[config.mk]
export PLATFORM = sky130hd
export DESIGN_NAME = pipeline_hazard_unit
export DESIGN_NICKNAME = d
export VERILOG_FILES = /design/src/rtl/pipeline_hazard_unit_pkg.sv /design/src/rtl/pipeline_hazard_unit_fwd_mux.sv /design/src/rtl/pipeline_hazard_unit.sv
export SDC_FILE = /design/constraint.sdc
export NUM_CORES = 1
export LEC_CHECK = 0
export ABC_AREA = 1
export CORE_MARGIN = 2
export CORE_UTILIZATION = 43
export CTS_CLUSTER_DIAMETER = 100
export DETAILED_ROUTE_END_ITERATION = 6
export GPL_ROUTABILITY_DRIVEN = 0
export HOLD_SLACK_MARGIN = 0.1
export PLACE_DENSITY_LB_ADDON = 0.15
export SLEW_MARGIN = 40
export SYNTH_ARGS = -nofsm -noshare
export SYNTH_HDL_FRONTEND = slang
export SYNTH_HIERARCHICAL = 1
export SYNTH_SLANG_ARGS = --single-unit
export TNS_END_PERCENT = 5
[constraint.sdc]
create_clock -name clk_i -period 3 [get_ports clk_i]
set_clock_uncertainty 0.15 [all_clocks]
set_input_delay 0.3 -clock clk_i [delete_from_list [all_inputs] [get_ports clk_i]]
set_output_delay 0.3 -clock clk_i [all_outputs]
set_load 0.01 [all_outputs]
[src/rtl/pipeline_hazard_unit_pkg.sv]
// Shared types and constants for the pipeline hazard controller.
package pipeline_hazard_unit_pkg;

    typedef enum logic [1:0] {
        RUN       = 2'd0,
        LU_STALL  = 2'd1,
        IMEM_WAIT = 2'd2,
        DMEM_WAIT = 2'd3
    } hz_state_e;

    typedef enum logic [1:0] {
        FWD_NONE = 2'd0,
        FWD_MEM  = 2'd1,
        FWD_WB   = 2'd2
    } fwd_sel_e;

    localparam int unsigned RV_X0 = 0;

    // Per-cycle pipeline control bundle driven by the hazard FSM.
    typedef struct packed {
        logic stall_if;
        logic stall_id;
        logic stall_ex;
        logic stall_mem;
        logic flush_id;
        logic flush_ex;
        logic err_timeout;
    } hz_ctrl_t;

endpackage

[src/rtl/pipeline_hazard_unit_fwd_mux.sv]
// One EX operand bypass: picks MEM result, then WB result, then the ID/EX register value.
module pipeline_hazard_unit_fwd_mux
    import pipeline_hazard_unit_pkg::*;
#(
    parameter int unsigned XLEN = 32,
    parameter int unsigned RA_W = 5
) (
    input  logic [RA_W-1:0] rs_i,
    input  logic [RA_W-1:0] mem_rd_i,
    input  logic            mem_we_i,
    input  logic [XLEN-1:0] mem_data_i,
    input  logic [RA_W-1:0] wb_rd_i,
    input  logic            wb_we_i,
    input  logic [XLEN-1:0] wb_data_i,
    input  logic [XLEN-1:0] reg_data_i,
    output logic [XLEN-1:0] op_o
);

    fwd_sel_e sel;
    logic     rs_nz;
    logic     mem_hit;
    logic     wb_hit;

    // x0 is hardwired to zero, so a write targeting it must never be bypassed.
    always_comb begin
        rs_nz   = (rs_i != RA_W'(RV_X0));
        mem_hit = mem_we_i && rs_nz && (mem_rd_i == rs_i);
        wb_hit  = wb_we_i && rs_nz && (wb_rd_i == rs_i);
        sel     = FWD_NONE;
        if (mem_hit) begin
            sel = FWD_MEM;
        end else if (wb_hit) begin
            sel = FWD_WB;
        end
    end

    always_comb begin
        op_o = reg_data_i;
        case (sel)
            FWD_MEM: op_o = mem_data_i;
            FWD_WB:  op_o = wb_data_i;
            default: op_o = reg_data_i;
        endcase
    end

endmodule

[src/rtl/pipeline_hazard_unit.sv]
// Hazard controller for the 5-stage RV32 core: operand forwarding, load-use interlock,
// memory-wait stalls with timeout, redirect flush and a stall-cycle performance counter.
module pipeline_hazard_unit
    import pipeline_hazard_unit_pkg::*;
#(
    parameter int unsigned XLEN        = 32,
    parameter int unsigned RA_W        = 5,
    parameter int unsigned LU_BUBBLES  = 1,
    parameter int unsigned MEM_TIMEOUT = 255,
    parameter int unsigned CNT_W       = 32
) (
    input  logic             clk_i,
    input  logic             rst_ni,
    input  logic [RA_W-1:0]  id_rs1_i,
    input  logic [RA_W-1:0]  id_rs2_i,
    input  logic [RA_W-1:0]  ex_rs1_i,
    input  logic [RA_W-1:0]  ex_rs2_i,
    input  logic [RA_W-1:0]  ex_rd_i,
    input  logic             ex_load_i,
    input  logic             ex_redirect_i,
    input  logic [RA_W-1:0]  mem_rd_i,
    input  logic [RA_W-1:0]  wb_rd_i,
    input  logic             mem_we_i,
    input  logic             wb_we_i,
    input  logic [XLEN-1:0]  mem_data_i,
    input  logic [XLEN-1:0]  wb_data_i,
    input  logic [XLEN-1:0]  ex_opa_i,
    input  logic [XLEN-1:0]  ex_opb_i,
    input  logic             imem_req_i,
    input  logic             imem_valid_i,
    input  logic             dmem_req_i,
    input  logic             dmem_valid_i,
    output logic [XLEN-1:0]  alu_a_o,
    output logic [XLEN-1:0]  alu_b_o,
    output logic             stall_if_o,
    output logic             stall_id_o,
    output logic             stall_ex_o,
    output logic             stall_mem_o,
    output logic             flush_id_o,
    output logic             flush_ex_o,
    output logic             err_timeout_o,
    output logic [CNT_W-1:0] stall_cycles_o
);

    localparam int unsigned BUB_W  = 2;
    localparam int unsigned WAIT_W = (MEM_TIMEOUT < 2) ? 1 : $clog2(MEM_TIMEOUT + 1);

    hz_state_e         state_q, state_d;
    logic [BUB_W-1:0]  bub_q, bub_d;
    logic [WAIT_W-1:0] wait_q, wait_d;
    logic [CNT_W-1:0]  stall_cnt_q;

    logic [XLEN-1:0]   fwd_a, fwd_b;
    hz_ctrl_t          ctrl, ctrl_g;

    logic              lu_hit;
    logic              dmem_wait, imem_wait;
    logic [WAIT_W-1:0] wait_inc, dmem_cnt, imem_cnt;
    logic              dmem_tmo, imem_tmo;

    pipeline_hazard_unit_fwd_mux #(.XLEN(XLEN), .RA_W(RA_W)) u_fwd_a (
        .rs_i       (ex_rs1_i),
        .mem_rd_i   (mem_rd_i),
        .mem_we_i   (mem_we_i),
        .mem_data_i (mem_data_i),
        .wb_rd_i    (wb_rd_i),
        .wb_we_i    (wb_we_i),
        .wb_data_i  (wb_data_i),
        .reg_data_i (ex_opa_i),
        .op_o       (fwd_a)
    );

    pipeline_hazard_unit_fwd_mux #(.XLEN(XLEN), .RA_W(RA_W)) u_fwd_b (
        .rs_i       (ex_rs2_i),
        .mem_rd_i   (mem_rd_i),
        .mem_we_i   (mem_we_i),
        .mem_data_i (mem_data_i),
        .wb_rd_i    (wb_rd_i),
        .wb_we_i    (wb_we_i),
        .wb_data_i  (wb_data_i),
        .reg_data_i (ex_opb_i),
        .op_o       (fwd_b)
    );

    // Hazard detection and wait-age bookkeeping; a wait that continues keeps aging,
    // a fresh wait starts at one (the detecting cycle is the first waiting cycle).
    always_comb begin
        lu_hit    = ex_load_i && (ex_rd_i != RA_W'(RV_X0)) &&
                    ((ex_rd_i == id_rs1_i) || (ex_rd_i == id_rs2_i));
        dmem_wait = dmem_req_i && !dmem_valid_i;
        imem_wait = imem_req_i && !imem_valid_i;
        wait_inc  = (wait_q == '1) ? wait_q : wait_q + WAIT_W'(1);
        dmem_cnt  = (state_q == DMEM_WAIT) ? wait_inc : WAIT_W'(1);
        imem_cnt  = (state_q == IMEM_WAIT) ? wait_inc : WAIT_W'(1);
        dmem_tmo  = (MEM_TIMEOUT != 0) && (32'(dmem_cnt) >= MEM_TIMEOUT);
        imem_tmo  = (MEM_TIMEOUT != 0) && (32'(imem_cnt) >= MEM_TIMEOUT);
    end

    // Next state and stall/flush controls, in priority order: DMEM wait, pending
    // load-use bubbles, redirect, new load-use, IMEM wait.
    always_comb begin
        state_d = state_q;
        bub_d   = bub_q;
        wait_d  = wait_q;
        ctrl    = '0;
        if (dmem_wait) begin
            bub_d = '0;
            if (dmem_tmo) begin
                ctrl.err_timeout = 1'b1;
                state_d          = RUN;
                wait_d           = '0;
            end else begin
                ctrl.stall_if  = 1'b1;
                ctrl.stall_id  = 1'b1;
                ctrl.stall_ex  = 1'b1;
                ctrl.stall_mem = 1'b1;
                state_d        = DMEM_WAIT;
                wait_d         = dmem_cnt;
            end
        end else if (state_q == LU_STALL) begin
            ctrl.stall_if = 1'b1;
            ctrl.stall_id = 1'b1;
            ctrl.flush_ex = 1'b1;
            bub_d         = bub_q - BUB_W'(1);
            if (bub_q <= BUB_W'(1)) begin
                state_d = RUN;
            end
        end else if (ex_redirect_i) begin
            ctrl.flush_id = 1'b1;
            ctrl.flush_ex = 1'b1;
            state_d       = RUN;
        end else if (lu_hit) begin
            ctrl.stall_if = 1'b1;
            ctrl.stall_id = 1'b1;
            ctrl.flush_ex = 1'b1;
            bub_d         = BUB_W'(LU_BUBBLES - 1);
            state_d       = (LU_BUBBLES > 1) ? LU_STALL : RUN;
        end else if (imem_wait) begin
            if (imem_tmo) begin
                ctrl.err_timeout = 1'b1;
                state_d          = RUN;
                wait_d           = '0;
            end else begin
                ctrl.stall_if = 1'b1;
                ctrl.flush_id = 1'b1;
                state_d       = IMEM_WAIT;
                wait_d        = imem_cnt;
            end
        end else begin
            state_d = RUN;
        end
    end

    always_ff @(posedge clk_i or negedge rst_ni) begin
        if (!rst_ni) begin
            state_q <= RUN;
            bub_q   <= '0;
            wait_q  <= '0;
        end else begin
            state_q <= state_d;
            bub_q   <= bub_d;
            wait_q  <= wait_d;
        end
    end

    // Saturating count of fetch-stall cycles.
    always_ff @(posedge clk_i or negedge rst_ni) begin
        if (!rst_ni) begin
            stall_cnt_q <= '0;
        end else if (ctrl.stall_if && (stall_cnt_q != '1)) begin
            stall_cnt_q <= stall_cnt_q + CNT_W'(1);
        end
    end

    always_comb begin
        ctrl_g  = rst_ni ? ctrl : '0;
        alu_a_o = rst_ni ? fwd_a : '0;
        alu_b_o = rst_ni ? fwd_b : '0;
    end

    assign stall_if_o     = ctrl_g.stall_if;
    assign stall_id_o     = ctrl_g.stall_id;
    assign stall_ex_o     = ctrl_g.stall_ex;
    assign stall_mem_o    = ctrl_g.stall_mem;
    assign flush_id_o     = ctrl_g.flush_id;
    assign flush_ex_o     = ctrl_g.flush_ex;
    assign err_timeout_o  = ctrl_g.err_timeout;
    assign stall_cycles_o = stall_cnt_q;

endmodule

==> impl_results.md <==
* Crit Path Max Fanout at 22
* First-pass GRT wire length at 35600 um
* Clk_lat worst skew at roughly 0.29 ns
* Yosys cell types at 34
* CP max stage delay at 0.54 ns
* Initial Utilization at 43.8%
* Number of setup violations in the final report at 0
* Sequential cell area at between 1000 and 1500 um2
* Slew @ Worst Pin at 0.484 ns
* Final Max Tran Viols at 0
* Crit Path Category: in2out
* DR pass1 iterations at 5
* Fraction of layout instances using a drive strength above 1 at 7.06%
* Power per standard cell area at 257 nW/um2
* Post-synth top flop: dfrtp_1
* Share of the yosys chip area belonging to registers at between 10% and 20%
* Mapped Area at between 6000 and 7000 um2
* VDD IR max at roughly 0.22 mV
* Worst-path clk slew at ~0.060 ns
* Num ports at 276
* Max_slew headroom at 67.5%
* Inserted Diodes at 0
* Fin. Hold Viols at 0
* Crit. End Element: primary output
* CP required at between 2 and 3 ns
* Antenna Violating Nets Remaining at 0
* Worst Slack Setup Final at between 0.08 and 0.09 ns
* EDFF count, synth at 0
* Core area at around 14000 um2
* DP HPWL at around 18000 um
* Static leakage at roughly 4.9 nW
* CTS tree: done
* CTS sink count at 44
* Area contributors post-synth: nand3_1 25%, nand2_1 18%, dfrtp_1 18%
* Status: finished, final reports clean
* Hold_ws at ~0.32 ns
* Die width at roughly 120 um
* Share of the synthesized area in the top cell type at approximately 25%
* Antenna violations before repair at 0
* Drt via density at approximately 5.3
* Die Y at between 100 and 150 um
* Final min period at between 2 and 3 ns
* CTS max path bufs at 2
* Clk root buf: clkbuf_16
* DR WL/cell at approximately 15 um
* Final Cell Area at ~9200 um2
* Final nets at approximately 1500
* Yosys Warn Count at 6
* Largest area contributor in the netlist: nand3_1
* Syn avg cell area at roughly 5.7 um2
* CP arrival at between 2 and 2.5 ns
* FILL cells at 1285
* Worst min-delay path class: reg2reg
* Post-Synthesis Cells at around 1100
* Total congestion overflow at 0
* Vias in the first global route at approximately 7300
* Final period utilization at a little over nine tenths
* Total GRT Usage at 29.5%
* Max-Cap Viols at 0
* Top cell by count, worst path: nand2_1
* Starting DRT DRC Count at ~750
* CP Buf/Inv Count at 5
* H-Tree Depth at 2
* Worst slack, placed at -0.0105 ns
* Post-Syn Nets at 1233
* Largest net degree at the start of global routing at between 40 and 50
* Area growth syn-to-layout at 53.1%
* Final wirelength at 23100 um
* Async set or reset register ratio after synthesis at 100%
* Setup TNS at 0 ns
* Area of the multi-input gates at ~4000 um2
* Max Freq at between 300 and 400 MHz
* Critical path's top delay family: buffers and inverters
* Crit path max-delay cell type: clkdlybuf4s50_1
* RSZ-0062 raised after global routing: true
* # rows at 43
* Crit-path cells: clkdlybuf4s50_1, inv_2, nand2_1, nand2_1, nor2_1, nand2_1, nor2_4, buf_12, nand3_1, nand3_1, nand2_1, inv_1, clkdlybuf4s50_1
* Number of port buffers at roughly 280
* Total CTS buffers at 5
* Setup crit start kind: input port
* Post-placement cell area at 9000 um2
* Die area at between 15000 and 20000 um2
* Yosys reg bits at 44
* DR vias at around 8000
* DRC viols at 0
-- per-layer routing --
layer  vias to the layer above  wire length (um)  global-route usage, %
met3                        40              1840                   5.99
li1                       3961                 -                      -
met5                         -                 0                      0
met2                       389             11500                   52.5
met1                      3567              9210                   35.5
met4                         0               544                   9.34
-- cells by family (layout without fill, tap and decap cells) --
group | count (synthesis) | after routing | synth area share, %
fa+ha+maj | 3 | 3 | 0.622
simple gates | 754 | 754 | 58.3
compound gates | 15 | 15 | 1.47
buf+inv | 200 | 461 | 15.4
flops | 44 | 44 | 18.2
xor+xnor | 41 | 41 | 5.95
-- stage by stage --
stage | std cells | util, % | power [W]
finish | 1498 | 67.1 | 0.00238
global route | 1498 | 67.1 | 0.00252
CTS | 1498 | 66.7 | 0.00240
detailed placement | 1488 | 65.3 | 0.00176
global placement | 1488 | 65.3 | 0.00175
floorplan | 1057 | - | 0.00118
-- synthesized netlist by cell type, types with 7 or more instances --
cell      count
nor4_1        8
buf_2        22
nand3_1     302
nor3_1       12
xnor2_1      14
nand2_1     296
dfrtp_1      44
clkbuf_1     12
o21ai_0       7
inv_1       124
nor2_1       63
buf_6        18
xor2_1       27
inv_2        14
nor2_4        7
nand4_1      42
nand2_2       7
-- what timing repair did --
action                                 CTS  global route
resized for setup                        7            27
setup endpoints to repair                9            60
hold buffers                             1             0
endpoints found under the hold margin    4             0
setup buffers                            1             0
cloned                                   0             0
-- where the power goes --
group          leakage [nW]  total (W)  switching (W)  internal [W]
combinational          4.20    0.00105       0.000503      0.000546
clock                0.0798   0.000617       0.000226      0.000391
sequential            0.601   0.000714      0.0000720      0.000642
-- final cells by class --
class	count	share of cell area [%]
Clock buffer	5	1.35
Clock inverter	3	0.460
Inverter	141	5.73
Multi-Input combinational cell	813	43.5
Sequential cell	44	11.9
Tap cell	180	2.44
Timing Repair Buffer	312	34.6
-- registers in the layout (all words and copies together) (netlist names) --
signal          flops
bub_q               2
stall_cycles_o     32
wait_q              8
state_q             2
-- cells in the final DEF, fill, tap and decap left out, types with 4 or more instances in the layout --
master and n:
nand4_1 42, dlygate4sd2_1 4, nand2_2 9, nor2_1 60, nor4_1 8, nand3_2 4
inv_1 124, nand3b_1 4, nor2_2 6, inv_2 14, clkdlybuf4s50_1 248, clkbuf_16 5
nor3_1 12, buf_4 26, nand3_1 302, dlymetal6s2s_1 21, xnor2_1 14, dfrtp_1 44
xor2_1 27, o21ai_0 7, nor2_4 7, nand2_1 294, buf_12 10
-- path summary, 6_finish.rpt --
kind | startpoint | to | slack (ns) | cells past startpoint
hold reg to reg | bub_q[0] | bub_q[0] | 0.32 | 1
setup / recovery | ex_rs2_i[4] | alu_b_o[20] | 0.08 | 13
max in group asynchronous | rst_ni | stall_cycles_o[31] | 1.53 | 3
setup reg to reg | wait_q[1] | stall_cycles_o[13] | 0.40 | 16
min in group asynchronous | rst_ni | stall_cycles_o[10] | 0.37 | 2
hold / removal | bub_q[0] | bub_q[0] | 0.32 | 1
Power figures use the tool's default switching activity.
